<file path="src/rtl/pc_seq_pkg.sv">
// Shared encodings for the PC-update / exception sequencer: FSM states, request types,
// PC-source mux codes and default vector/cause constants.
package pc_seq_pkg;

    typedef enum logic [2:0] {
        StIdle,
        StExec,
        StExcSave,
        StVecRead,
        StVecAlu,
        StVecLoad,
        StHalt
    } state_e;

    typedef enum logic [2:0] {
        ReqSeq    = 3'd0,
        ReqBranch = 3'd1,
        ReqJump   = 3'd2,
        ReqJr     = 3'd3,
        ReqEret   = 3'd4,
        ReqExcOvf = 3'd5,
        ReqExcOpc = 3'd6,
        ReqRsvd   = 3'd7
    } req_type_e;

    localparam logic [1:0] PCSRC_ALU_RESULT  = 2'b00;
    localparam logic [1:0] PCSRC_ALU_OUT     = 2'b01;
    localparam logic [1:0] PCSRC_SHL2_CONCAT = 2'b10;
    localparam logic [1:0] PCSRC_EPC         = 2'b11;

    localparam int unsigned DEF_MEM_LAT      = 2;
    localparam logic [31:0] DEF_VEC_OPC_ADDR = 32'd253;
    localparam logic [31:0] DEF_VEC_OVF_ADDR = 32'd254;
    localparam logic [31:0] DEF_CAUSE_OPC    = 32'd0;
    localparam logic [31:0] DEF_CAUSE_OVF    = 32'd1;

    function automatic logic is_exc(input req_type_e t);
        return (t == ReqExcOvf) || (t == ReqExcOpc);
    endfunction

endpackage

</file>
<file path="src/rtl/pc_seq_lat_cnt.sv">
// Loadable down-counter with zero flag; times the vector-fetch memory read.
module pc_seq_lat_cnt #(
    parameter int unsigned WIDTH = 2
) (
    input  logic             clk,
    input  logic             reset,
    input  logic             i_load,
    input  logic [WIDTH-1:0] i_load_val,
    input  logic             i_dec,
    output logic             o_zero
);

    logic [WIDTH-1:0] r_cnt;

    always_ff @(posedge clk) begin
        if (reset) begin
            r_cnt <= '0;
        end else if (i_load) begin
            r_cnt <= i_load_val;
        end else if (i_dec && (r_cnt != '0)) begin
            r_cnt <= r_cnt - WIDTH'(1);
        end
    end

    assign o_zero = (r_cnt == '0);

endmodule

</file>
<file path="src/rtl/pc_sequencer.sv">
// Multicycle PC-update and exception sequencer: drives the PC-source select and the
// PC/EPC/Cause write enables for normal updates and the vectored exception path.
module pc_sequencer
    import pc_seq_pkg::*;
#(
    parameter int unsigned MEM_LAT      = DEF_MEM_LAT,
    parameter logic [31:0] VEC_OPC_ADDR = DEF_VEC_OPC_ADDR,
    parameter logic [31:0] VEC_OVF_ADDR = DEF_VEC_OVF_ADDR,
    parameter logic [31:0] CAUSE_OPC    = DEF_CAUSE_OPC,
    parameter logic [31:0] CAUSE_OVF    = DEF_CAUSE_OVF
) (
    input  logic        clk,
    input  logic        reset,
    input  logic        i_req_valid,
    input  logic [2:0]  i_req_type,
    input  logic        i_cond_true,
    output logic [1:0]  o_pc_src,
    output logic        o_pc_write,
    output logic        o_epc_write,
    output logic        o_cause_write,
    output logic [31:0] o_cause,
    output logic        o_alu_pcm4,
    output logic        o_mem_rd,
    output logic [31:0] o_mem_addr,
    output logic        o_alu_vec,
    output logic        o_busy,
    output logic        o_done,
    output logic        o_in_handler,
    output logic        o_halt
);

    localparam int unsigned    CNT_W    = (MEM_LAT > 1) ? $clog2(MEM_LAT) : 1;
    localparam logic [CNT_W-1:0] CNT_INIT = CNT_W'(MEM_LAT - 1);

    state_e    r_state;
    state_e    w_state_next;
    req_type_e r_type;
    logic      r_in_handler;
    logic      w_cnt_zero;
    req_type_e w_req_type;

    assign w_req_type = req_type_e'(i_req_type);

    pc_seq_lat_cnt #(
        .WIDTH (CNT_W)
    ) u_lat_cnt (
        .clk        (clk),
        .reset      (reset),
        .i_load     (r_state == StExcSave),
        .i_load_val (CNT_INIT),
        .i_dec      (r_state == StVecRead),
        .o_zero     (w_cnt_zero)
    );

    always_ff @(posedge clk) begin
        if (reset) begin
            r_state <= StIdle;
        end else begin
            r_state <= w_state_next;
        end
    end

    always_ff @(posedge clk) begin
        if (reset) begin
            r_type       <= ReqSeq;
            r_in_handler <= 1'b0;
        end else begin
            if ((r_state == StIdle) && i_req_valid) begin
                r_type <= w_req_type;
            end
            if (r_state == StExcSave) begin
                r_in_handler <= 1'b1;
            end else if ((r_state == StExec) && (r_type == ReqEret)) begin
                r_in_handler <= 1'b0;
            end
        end
    end

    always_comb begin
        w_state_next = r_state;
        unique case (r_state)
            StIdle: begin
                if (i_req_valid) begin
                    if (is_exc(w_req_type)) begin
                        // A second exception before ERET is a double fault
                        w_state_next = r_in_handler ? StHalt : StExcSave;
                    end else begin
                        w_state_next = StExec;
                    end
                end
            end
            StExec:    w_state_next = StIdle;
            StExcSave: w_state_next = StVecRead;
            StVecRead: w_state_next = w_cnt_zero ? StVecAlu : StVecRead;
            StVecAlu:  w_state_next = StVecLoad;
            StVecLoad: w_state_next = StIdle;
            StHalt:    w_state_next = StHalt;
            default:   w_state_next = StIdle;
        endcase
    end

    always_comb begin
        o_pc_src      = PCSRC_ALU_RESULT;
        o_pc_write    = 1'b0;
        o_epc_write   = 1'b0;
        o_cause_write = 1'b0;
        o_cause       = '0;
        o_alu_pcm4    = 1'b0;
        o_mem_rd      = 1'b0;
        o_mem_addr    = '0;
        o_alu_vec     = 1'b0;
        o_busy        = 1'b0;
        o_done        = 1'b0;
        o_halt        = 1'b0;
        unique case (r_state)
            StIdle: ;
            StExec: begin
                o_busy = 1'b1;
                o_done = 1'b1;
                case (r_type)
                    ReqBranch: begin
                        o_pc_src   = PCSRC_ALU_OUT;
                        o_pc_write = i_cond_true;
                    end
                    ReqJump: begin
                        o_pc_src   = PCSRC_SHL2_CONCAT;
                        o_pc_write = 1'b1;
                    end
                    ReqEret: begin
                        o_pc_src   = PCSRC_EPC;
                        o_pc_write = 1'b1;
                    end
                    default: begin
                        o_pc_src   = PCSRC_ALU_RESULT;
                        o_pc_write = 1'b1;
                    end
                endcase
            end
            StExcSave: begin
                o_busy        = 1'b1;
                o_alu_pcm4    = 1'b1;
                o_epc_write   = 1'b1;
                o_cause_write = 1'b1;
                o_cause       = (r_type == ReqExcOvf) ? CAUSE_OVF : CAUSE_OPC;
            end
            StVecRead: begin
                o_busy     = 1'b1;
                o_mem_rd   = 1'b1;
                o_mem_addr = (r_type == ReqExcOvf) ? VEC_OVF_ADDR : VEC_OPC_ADDR;
            end
            StVecAlu: begin
                o_busy    = 1'b1;
                o_alu_vec = 1'b1;
            end
            StVecLoad: begin
                o_busy     = 1'b1;
                o_pc_src   = PCSRC_ALU_OUT;
                o_pc_write = 1'b1;
                o_done     = 1'b1;
            end
            StHalt: o_halt = 1'b1;
            default: ;
        endcase
    end

    assign o_in_handler = r_in_handler;

endmodule

</file>
<file path="config.mk">
export PLATFORM = sky130hd
export DESIGN_NAME = pc_sequencer
export DESIGN_NICKNAME = d
export VERILOG_FILES = /design/src/rtl/pc_seq_pkg.sv /design/src/rtl/pc_seq_lat_cnt.sv /design/src/rtl/pc_sequencer.sv
export SDC_FILE = /design/constraint.sdc
export NUM_CORES = 1
export LEC_CHECK = 0
export BUFFER_PORTS_ARGS = -buffer_cell sky130_fd_sc_hd__buf_2
export CORE_MARGIN = 2
export CORE_UTILIZATION = 41
export CTS_CLUSTER_DIAMETER = 50
export DETAILED_ROUTE_END_ITERATION = 16
export PLACE_DENSITY = 0.88
export SETUP_SLACK_MARGIN = 0.5
export SYNTH_ARGS = -nofsm -noshare
export SYNTH_HDL_FRONTEND = slang
export SYNTH_SLANG_ARGS = --single-unit
</file>
<file path="constraint.sdc">
create_clock -name clk -period 3.55 [get_ports clk]
set_input_delay 0.71 -clock clk [delete_from_list [all_inputs] [get_ports clk]]
set_output_delay 0.71 -clock clk [all_outputs]
set_load 0.05 [all_outputs]
</file>
Word-level counts from Yosys, hierarchy flattened
Cells that the tools add are included.
- bits in registers: 8
- input port bits: 7
- output and inout bits: 76
- word-level logic and storage cells: 50
- add/subtract/negate cells: 1
- equal/unequal tests: 13
- multiplexer cells: 23
- reductions and logical operators: 9
- operators by type and width (cell ; count):
    $eq 3x3->1 const B ; 7
    $pmux 3 s5 ; 1
    $mux 1 ; 13
    $mux 3 ; 4
    $eq 3x2->1 const B ; 3
    $mux 8 ; 1
    $eq 3x1->1 const B ; 2
    $pmux 2 s3 ; 1
    $reduce_or 5->1 ; 1
    $pmux 2 s2 ; 1
    $reduce_bool 2->1 ; 2
    $logic_and 1x1->1 ; 3
    $logic_not 3->1 ; 1
    $mux 2 ; 1
    $ne 2x2->1 const B ; 1
    $pmux 1 s2 ; 1
    $reduce_or 2->1 ; 1
    $logic_or 1x1->1 ; 1
    $sub 1x1->1 const B ; 1

Logic depth before layout (Yosys ltp)
Gate-level depths: netlist of run 1.
- depth after elaboration: 5
- mapped depth: 5
- gate-level depth less buffers: 3

By module
From an unflattened synthesis of run 1, not the netlist that was laid out.
- cells, all modules: 127
- area total of the unflattened synthesis: 1016.0 um^2
- by module, submodules not included (module ; times used ; cells each ; area an instance (um^2) ; seq. area each (um^2)):
    pc_sequencer ; 1 ; 123 ; 968.4 ; 140.1
    pc_seq_lat_cnt ; 1 ; 4 ; 47.5 ; 20.0

Worst setup path after synthesis of run 1
OpenSTA, ideal clock, no wires.
- path kind: flip-flop to output port
- start: register r_state[1]
- end: output port o_pc_src[1]
- arrival time: 2103 ps
- required time: 2840 ps
- path slack: 737 ps
- stages on the path, launching flop included: 4
- buffers on the path: 1
- path through: dfxtp_1 > buf_6 > nand2b_1 > nor4_1
- word-level cells in the longest chain between the ends: 2
- elaborated cells between the ends (all ways): 3
- those cells by class: eq/ne (2); mux (1)
- ends and longest elaborated chain (what ; line ; RTL):
    from (decl) ; pc_sequencer.sv:35 ; state_e r_state;
    from (signal assigned) ; pc_sequencer.sv:57 ; r_state <= StIdle;
    from (signal assigned) ; pc_sequencer.sv:59 ; r_state <= w_state_next;
    $eq 3x3->1 or $eq 3x1->1 (tied branches) ; pc_sequencer.sv:115 ; unique case (r_state)
    $pmux 2 s2 * ; pc_sequencer.sv:115 ;
    to (decl) ; pc_sequencer.sv:17 ; output logic [1:0] o_pc_src,
Mark *: on every way between the ends. The rest lies on a longest branch, timed or not.

Worst setup path in the final report of run 1
- start: register r_state[1]
- end: output port o_mem_addr[7]
- word-level cells in the longest chain between the ends: 2
- ends and longest elaborated chain (what ; line ; RTL):
    $eq 3x2->1 ; pc_sequencer.sv:115 ;
    $mux 8 ; pc_sequencer.sv:115 ;
    to (decl) ; pc_sequencer.sv:24 ; output logic [31:0] o_mem_addr,
No other way between the ends.

==> impl_metrics.py, run 1 <==
metrics = {
    "outcome": {
        "status": "finished, final reports clean",
    },
    "grt": {
        "grt_max_degree": 14,
        "grt_pass1_vias": 447,
        "antenna_found_initial": 0,
        "met2_usage": 0.150,
        "globalRouteTotalUtil": 0.0973,
        "met3_usage": 0.0480,
        "grt_overflow": 0,
        "grt_pass1_wl_um": 1920,
        "top_usage_layer": "met2",
        "grt_use_met1": 0.108,
    },
    "timing": {
        "setup_tns_ns": 0,
        "skew_ns": 0.00330,
        "fmax_mhz": 429,
        "drv_slew": 0,
        "post-route-min-period_ns": 2.33,
        "setup_violations": 0,
        "period_share": 0.656,
        "finalHoldViolCount": 0,
        "hold_ws_ns": 0.516,
        "rsz0062_at_grt": "no",
    },
    "power": {
        "comb_power_share": 0.537,
        "pwr-share-seq": 0.283,
        "power_switching_mw": 0.220,
        "vdd_ir_drop_max_mv": 0.155,
        "intPower_mw": 0.161,
        "powerDensity_mw_per_mm2": 429,
        "p_clk_frac": 0.180,
        "power_switching_share": 0.578,
        "fin_total_pwr_mw": 0.380,
        "p_leak_nw": 0.532,
    },
    "logic_synthesis": {
        "yosysTopAreaCell": "buf_4",
        "ys_ff_latch": 8,
        "syn_inst": 127,
        "synth_area_leaders": "buf_4 (48%), dfxtp_1 (16%), a21oi_1 (3.5%), nor2_1 (3.4%), mux2i_1 (3.0%)",
        "synth_top_area_share": 0.484,
        "avgSynthCellArea_um2": 7.81,
        "synthesis.area_um2": 992,
        "synth-warning-count": 0,
        "yosysSeqAreaShare": 0.161,
        "synthDistinctLibCells": 28,
    },
    "clocking": {
        "cts_tree": "done",
        "h-tree-depth": 1,
        "cts_made_buffers": 3,
        "post_cts_buffers": 0,
        "post_cts_resized": 0,
        "cts_buffer_depth": 2,
        "root_buffer": "clkbuf_4",
        "clock-sinks": 8,
        "insertion_delay_ns": 0.25,
        "postCtsHoldBufs": 0,
        "clk_pin_slew_ns": 0.05,
    },
    "floorplan": {
        "coreArea_mm2": 0.00225,
        "initial_utilization": 0.440,
        "die_x_um": 53.2,
        "boundaryPins": 83,
        "fp.dieArea_mm2": 0.00283,
        "row_count": 17,
        "die-height_um": 53.2,
    },
    "worst_setup_path": {
        "start_kind": "flip-flop",
        "critPathArrivalTime_ns": 1.62,
        "max_stage_delay_ns": 0.52,
        "slowest_stage": "dfxtp_1",
        "cp.required_ns": 2.84,
        "critPathMaxFanout": 10,
        "path_buf_inv": 2,
        "cp-end-kind": "output pin",
        "cp_top_family": "flip-flops",
        "path_cells": "nor2b_1, nand2_1, inv_1, buf_2",
        "worst-setup-path-type": "flip-flop to output pin",
    },
    "finish": {
        "fin_nets": 153,
        "area_growth_pct": -10.7,
        "post_route_cells_drive_above_1_share": 0.229,
        "postLayoutCellArea_um2": 886,
        "antennaDiodeCount": 0,
        "final_common_cell": "conb_1",
        "layout_common_cells": "conb_1 (55), buf_2 (27), nor2_1 (9), dfxtp_1 (8), a21oi_1 (7)",
    },
    "placed_design": {
        "dpl.hpwl_um": 1270,
        "numPortBuffers": 27,
        "gp_congestion": 0.868,
        "placed_area_um2": 863,
    },
    "detailed_routing": {
        "vias_per_cell": 3.99,
        "ant_nets": 0,
        "wl_um": 1490,
        "drt-pass1-iter-count": 4,
        "drt_iter0_markers": 3,
        "route.detailed.drc": 0,
        "wire_per_inst_um": 8.67,
        "vias": 686,
    },
    "job": {
        "cap_viol_max_count": 0,
    },
    "min_path": {
        "hold_path.class": "flip-flop to flip-flop",
    },
}
[metrics by stage]
stage / utilization / cells / setup slack [ns]
6_report: 0.393 / 172 / 1.22
5_1_grt: 0.393 / 172 / 1.04
4_1_cts: 0.393 / 172 / 1.20
3_5_place_dp: 0.383 / 169 / 1.47
3_3_place_gp: 0.383 / 169 / 1.50
2_1_floorplan: - / 181 / 0.737
[cell type report]
| type | instances | area, um2 |
|---|---|---|
| timing repair buffer | 27 | 135 |
| sequential | 8 | 160 |
| fill | 258 | 1370 |
| clock buffer | 3 | 22.5 |
| inverter | 3 | 11.3 |
| multi-input combinational | 103 | 522 |
| tap | 28 | 35.0 |
[registers in the layout, indices dropped and copies added (netlist names)]
signal,count
r_state,3
r_type,3
o_in_handler,1
u_lat_cnt.r_cnt,1
[power by group through the flow]
stage                     clock network [mW]  registers (mW)  logic (mW)
after detailed placement                   0           0.109       0.203
after global routing                  0.0780           0.109       0.214
after floorplan                            0           0.104       0.242
after global placement                     0           0.109       0.202
final                                 0.0684           0.108       0.204
after CTS                             0.0708           0.107       0.203
[per-layer routing]
layer	wire length [um]	up-vias
li1	-	328
met1	518	304
met2	725	50
met3	224	4
met4	24	0
met5	0	-
[tightest hold or removal path, cell delays in order (launching register included)]
cell and delay [ns]:
dfxtp_1 0.33, nand4_1 0.08, a21oi_1 0.06
[cell usage after synthesis (all sizes together)]
cell type	count
nor2b	4
nor2	9
nor3b	1
nor3	2
and2	1
a211o	1
nand2b	2
xnor2	2
dfxtp	8
a21oi	7
o21bai	1
o21ai	1
a2bb2oi	1
a21o	1
mux2i	3
xor2	1
a211oi	1
nor4b	1
nand4	1
inv	3
a311oi	1
buf	67
nand2	4
conb	1
nor4	2
a21boi	1
[path summary, 6_finish.rpt]
check	start	end	slack [ns]	cells after the start
worst min-delay path	o_in_handler$_SDFFE_PP0P_	r_state[2]$_SDFFE_PP0P_	0.52	2
worst max-delay path	r_state[1]$_SDFFE_PP0P_	o_mem_addr[7]	1.22	4
worst max register to register	r_state[1]$_SDFFE_PP0P_	o_in_handler$_SDFFE_PP0P_	2.17	3
worst min register to register	o_in_handler$_SDFFE_PP0P_	r_state[2]$_SDFFE_PP0P_	0.52	2
[kinds of logic (layout without fill, tap and decap cells)]
| logic type | count (synthesis) | after routing | synth area share |
|---|---|---|---|
| and+or+nand+nor | 27 | 27 | 0.159 |
| other | 1 | 55 | 0.00378 |
| xor gates and xnor gates | 3 | 3 | 0.0265 |
| buffers and inverters | 70 | 33 | 0.517 |
| AOI/OAI and AO/OA | 15 | 15 | 0.102 |
| DFF | 8 | 8 | 0.161 |
| muxes | 3 | 3 | 0.0303 |
Power figures use the tool's default switching activity.
==> run 2, diff against run 1 <==
ABC_AREA = 1   (was unset)
CORE_UTILIZATION = 38   (was 41)
PLACE_DENSITY = 0.84   (was 0.88)
clock period = 2.4 ns   (was 3.55 ns; I/O delays follow)
==> run 2 against run 1 <==
Critical path depth up 1. Via count up 6.0%. Hold slack worse by 0.064 ns. Wire length up 3.6%. Clock power up 56%. Die area up 2.4%. Synthesized cell count up 13%. Non-clock buffer count unchanged. Clock skew about the same. Critical path type unchanged. Largest cell class unchanged. Largest power group unchanged.
==> impl_metrics.py, run 2 <==
metrics = {
    "outcome": {
        "status": "finished, final reports clean",
    },
    "finish": {
        "final_cells": 194,
        "postLayoutCellArea_um2": 917,
        "post_route_cells_drive_above_1_share": 0.256,
        "area_growth_pct": -2.79,
        "antennaDiodeCount": 0,
        "layout_common_cells": "conb_1 (55), buf_2 (21), nand2_1 (20), nor2_1 (15), a21oi_1 (10)",
        "reg_top3": "r_state x3, r_type x3",
        "final_common_cell": "conb_1",
        "fin_nets": 173,
    },
    "worst_setup_path": {
        "cp.required_ns": 1.92,
        "r2r_cells": 6,
        "critPathMaxFanout": 8,
        "regToRegSetupSlack_ns": 1.28,
        "rr_endpoint": "r_type[2]$_SDFFE_PP0P_",
        "critPathArrivalTime_ns": 1.35,
        "r2r-start": "r_state[0]$_SDFFE_PP0P_",
        "worst-setup-path-type": "flip-flop to output pin",
        "start_kind": "flip-flop",
        "cp-end-kind": "output pin",
    },
    "floorplan": {
        "row_count": 18,
        "initial_utilization": 0.391,
        "die-height_um": 53.8,
        "boundaryPins": 83,
        "die_x_um": 53.8,
        "fp.dieArea_mm2": 0.00290,
        "coreArea_mm2": 0.00241,
    },
    "power": {
        "p_leak_nw": 0.563,
        "powerDensity_mw_per_mm2": 623,
        "vdd_ir_drop_max_mv": 0.225,
    },
    "placed_design": {
        "dpl.hpwl_um": 1330,
        "numPortBuffers": 27,
        "gp_congestion": 0.777,
        "placed_area_um2": 858,
        "dp.cells": 191,
    },
    "logic_synthesis": {
        "synth.most_common_cell": "buf_4",
        "synth_common_cells": "buf_4 (63), nand2_1 (20), nor2_1 (17)",
        "synthDistinctLibCells": 14,
        "synthAdderAreaFrac": 0,
        "avgSynthCellArea_um2": 6.60,
        "synth_top_area_share": 0.501,
        "synth-warning-count": 0,
        "synth_top_family_by_area": "buffers and inverters",
        "yosysSeqAreaShare": 0.170,
        "synthesis.area_um2": 943,
        "synthMuxAreaShare": 0,
        "synth_compound_area_frac": 0.0690,
        "synth_xor_area_frac": 0,
        "ys_ff_latch": 8,
        "synth-simple-area-share": 0.216,
        "synth_edf_count": 0,
        "syn_inst": 143,
        "ys.flop_type": "dfxtp_1",
        "synth_area_leaders": "buf_4 (50%), dfxtp_1 (17%), nand2_1 (8.0%), nor2_1 (6.8%), a21oi_1 (5.3%)",
        "yosysTopAreaCell": "buf_4",
        "async_flop_share": 0,
    },
    "timing": {
        "post-route-min-period_ns": 1.83,
        "finalHoldViolCount": 0,
        "rsz0062_at_grt": "yes",
        "setup_tns_ns": 0,
        "fmax_mhz": 546,
        "drv_slew": 0,
        "period_share": 0.764,
        "setup_violations": 0,
        "skew_ns": 0.00318,
        "hold_ws_ns": 0.452,
    },
    "clocking": {
        "clock-sinks": 8,
        "cts_buffer_depth": 2,
        "cts_tree": "done",
        "clk_pin_slew_ns": 0.05,
        "root_buffer": "clkbuf_4",
        "cts_made_buffers": 3,
        "post_cts_buffers": 0,
        "insertion_delay_ns": 0.26,
        "h-tree-depth": 1,
        "postCtsHoldBufs": 0,
    },
    "min_path": {
        "hold_path_end": "o_in_handler$_SDFFE_PP0P_",
        "hp-start": "reset",
        "holdPathStages": 2,
        "hold_path.class": "input port to flip-flop",
    },
    "detailed_routing": {
        "vias_per_cell": 3.75,
        "ant_nets": 0,
        "vias": 727,
        "wl_um": 1550,
        "drt_iter0_markers": 12,
        "wire_per_inst_um": 7.96,
        "route.detailed.drc": 0,
        "drt-pass1-iter-count": 4,
    },
    "grt": {
        "grt_pass1_vias": 469,
        "grt_pass1_wl_um": 1990,
        "grt_overflow": 0,
        "antenna_found_initial": 0,
        "globalRouteTotalUtil": 0.101,
        "grt_max_degree": 10,
    },
    "job": {
        "cap_viol_max_count": 0,
    },
}
## run 2: stage by stage
| stage | utilization | power, mW | setup slack (ns) |
|---|---|---|---|
| floorplan | - | 0.507 | 0.547 |
| CTS | 0.366 | 0.567 | 0.542 |
| global route | 0.381 | 0.598 | 0.485 |
| detailed placement | 0.356 | 0.462 | 0.769 |
| global placement | 0.356 | 0.460 | 0.824 |
| finish | 0.381 | 0.572 | 0.568 |
## run 2: metal layers
metal,vias to the layer above,track usage,share of wire
li1,365,-,-
met1,313,0.115,0.38
met2,44,0.152,0.47
met3,5,0.0389,0.12
met4,0,0.0769,0.024
met5,-,0,0
## run 2: what timing repair did
item,in CTS,in global routing
endpoints found under the hold margin,0,0
resized for setup,1,18
setup endpoints to repair,4,6
## run 2: worst max-delay path by stage
stage                             from          end  cells after the start
2_1_floorplan  r_state[2]$_SDFFE_PP0P_   o_cause[0]                      5
3_3_place_gp   r_state[2]$_SDFFE_PP0P_   o_cause[0]                      6
3_5_place_dp   r_state[2]$_SDFFE_PP0P_  o_epc_write                      6
4_1_cts        r_state[2]$_SDFFE_PP0P_   o_cause[0]                      6
5_1_grt        r_state[2]$_SDFFE_PP0P_   o_cause[0]                      6
6_report       r_state[0]$_SDFFE_PP0P_       o_busy                      5
## run 2: layout make-up
type                    instances  area (um2)
inverters                      10        37.5
multi-input cells             116         490
well taps                      30        37.5
clock buffers                   3        22.5
fillers                       264        1490
repair buffers                 27         165
flip-flops and latches          8         164
## run 2: logic make-up (layout without fill, tap and decap cells)
logic type | Yosys count | after routing
buffers and inverters | 73 | 40
AND/OR/NAND/NOR | 48 | 48
AO/OA/AOI/OAI | 13 | 13
flip-flops | 8 | 8
other | 1 | 55
## run 2: critical path, stage by stage, from the launching register on
cell and delay (ns):
dfxtp_1 0.39, inv_2 0.11, nand2_2 0.12, nor2_4 0.06
a21oi_1 0.13, buf_2 0.28
## run 2: report_power, final
part | internal (mW) | switching, mW
logic | 0.0341 | 0.281
clock network | 0.0574 | 0.0492
registers | 0.141 | 0.00884
==> run 3, diff against run 2 <==
ABC_AREA = 0   (was 1)
PLACE_DENSITY = 0.82   (was 0.84)
clock period = 1.9 ns   (was 2.4 ns; I/O delays follow)
==> run 3 against run 2 <==
Combinational power is 54% higher. Critical path depth is 2 lower. Design area is 56% higher. Sequential power is 33% higher. Wire length is 27% higher. Register-to-register slack worse by 0.87 ns. Global-route usage is 2.4 points higher. Clock skew is 0.0016 ns higher. Flip-flop and latch count stayed put. Utilization is 20 points higher. Non-clock buffer count is 20 higher. Via count is 6.6% higher.
==> impl_metrics.py, run 3 (synthesized netlist as in run 1, its figures left out) <==
metrics = {
    "power": {
        "powerDensity_mw_per_mm2": 567,
        "vdd_ir_drop_max_mv": 0.461,
        "p_leak_nw": 0.700,
    },
    "grt": {
        "grt_pass1_vias": 607,
        "grt_pass1_wl_um": 2700,
        "globalRouteTotalUtil": 0.125,
        "grt_overflow": 0,
        "antenna_found_initial": 0,
        "grt_max_degree": 8,
    },
    "floorplan": {
        "initial_utilization": 0.401,
        "row_count": 18,
        "die_x_um": 55.1,
        "boundaryPins": 83,
        "die-height_um": 55.1,
        "fp.dieArea_mm2": 0.00304,
        "coreArea_mm2": 0.00248,
    },
    "clocking": {
        "clk_pin_slew_ns": 0.05,
        "insertion_delay_ns": 0.25,
        "cts_buffer_depth": 2,
        "cts_tree": "done",
        "cts_made_buffers": 3,
        "clock-sinks": 8,
        "h-tree-depth": 1,
        "postCtsHoldBufs": 0,
        "root_buffer": "clkbuf_4",
    },
    "finish": {
        "area_growth_pct": 44.5,
        "reg_top3": "r_state x3, r_type x3",
        "fillers": 223,
        "multiInputGateArea_um2": 653,
        "fin_nets": 173,
        "antennaDiodeCount": 0,
        "register_area_um2": 183,
        "final_common_cell": "conb_1",
        "layout_common_cells": "conb_1 (55), buf_6 (16), buf_4 (14), buf_12 (9), buf_2 (7)",
        "post_route_cells_drive_above_1_share": 0.488,
    },
    "job": {
        "cap_viol_max_count": 0,
    },
    "timing": {
        "period_share": 0.867,
        "setup_violations": 0,
        "post-route-min-period_ns": 1.65,
        "setup_tns_ns": 0,
        "fmax_mhz": 607,
        "finalHoldViolCount": 0,
        "rsz0062_at_grt": "yes",
        "setup_slack_ns": 0.253,
        "skew_ns": 0.00475,
        "drv_slew": 0,
    },
    "worst_setup_path": {
        "rr_endpoint": "r_type[1]$_SDFFE_PP0P_",
        "regToRegSetupSlack_ns": 0.41,
        "worst-setup-path-type": "flip-flop to output pin",
        "start_kind": "flip-flop",
        "r2r_cells": 7,
        "slowest_stage": "dfxtp_4",
        "cp.required_ns": 1.52,
        "max_stage_delay_ns": 0.38,
        "path_buf_inv": 2,
        "critPathArrivalTime_ns": 1.27,
        "cp_top_family": "flip-flops",
        "cp-end-kind": "output pin",
        "r2r-start": "r_state[2]$_SDFFE_PP0P_",
        "path_cells": "buf_4, nor4_4, buf_6",
        "critPathMaxFanout": 7,
    },
    "detailed_routing": {
        "vias_per_cell": 3.99,
        "route.detailed.drc": 0,
        "drt-pass1-iter-count": 4,
        "wire_per_inst_um": 10.1,
        "drt_iter0_markers": 8,
        "ant_nets": 0,
        "wl_met1_um": 658,
        "met3_length_um": 136,
        "top_layer_used": "met3",
        "met2_wirelength_um": 1160,
        "vias": 775,
        "wl_um": 1960,
    },
    "min_path": {
        "hp-start": "reset",
        "hold_path.class": "input port to flip-flop",
        "hold_path_end": "r_type[1]$_SDFFE_PP0P_",
        "holdPathStages": 2,
    },
    "outcome": {
        "status": "finished, final reports clean",
    },
    "placed_design": {
        "gp_congestion": 0.750,
        "dpl.hpwl_um": 1370,
        "place_ws_ns": 0.239,
        "numPortBuffers": 27,
    },
}
-- run 3: metrics by stage --
| stage | area [um2] | cells | hold WS [ns] | utilization | power (mW) |
|---|---|---|---|---|---|
| floorplan | 1370 | 181 | 0.445 | - | 0.683 |
| global placement | 990 | 173 | 0.491 | 0.399 | 0.614 |
| detailed placement | 990 | 173 | 0.491 | 0.399 | 0.616 |
| CTS | 1370 | 188 | 0.348 | 0.552 | 0.805 |
| global route | 1430 | 194 | 0.353 | 0.579 | 0.857 |
| finish | 1430 | 194 | 0.358 | 0.579 | 0.813 |
-- run 3: cell type report --
class,count,share of cell area
Multi-Input combinational cell,103,0.455
Timing Repair Buffer,47,0.360
Sequential cell,8,0.127
Tap cell,30,0.0262
Clock buffer,3,0.0157
Inverter,3,0.0157
-- run 3: how the worst max path moves through the flow --
stage	from	end	slack [ns]	cells past startpoint
3_3_place_gp	r_state[1]$_SDFFE_PP0P_	o_pc_src[0]	0.26	4
2_1_floorplan	r_state[1]$_SDFFE_PP0P_	o_cause_write	0.22	3
3_5_place_dp	r_state[1]$_SDFFE_PP0P_	o_pc_src[0]	0.24	4
5_1_grt	r_state[2]$_SDFFE_PP0P_	o_alu_pcm4	0.18	3
4_1_cts	r_state[2]$_SDFFE_PP0P_	o_alu_pcm4	0.24	3
6_report	r_state[2]$_SDFFE_PP0P_	o_pc_src[1]	0.25	3
-- run 3: what timing repair did --
| action | in CTS | in global routing |
|---|---|---|
| buffers inserted | 12 | 6 |
| setup endpoints to repair | 20 | 23 |
| gates resized for setup | 71 | 5 |
| pin swaps | 7 | 6 |
-- run 3: report_power, final --
group	total (mW)	internal (mW)	switching, mW
logic	0.488	0.119	0.369
registers	0.200	0.177	0.0238
clock network	0.125	0.0720	0.0530
-- run 3: per-layer routing --
metal | track usage | vias up
met5 | 0 | -
met4 | 0.0488 | 0
met3 | 0.0242 | 0
met2 | 0.234 | 41
met1 | 0.138 | 364
li1 | - | 370
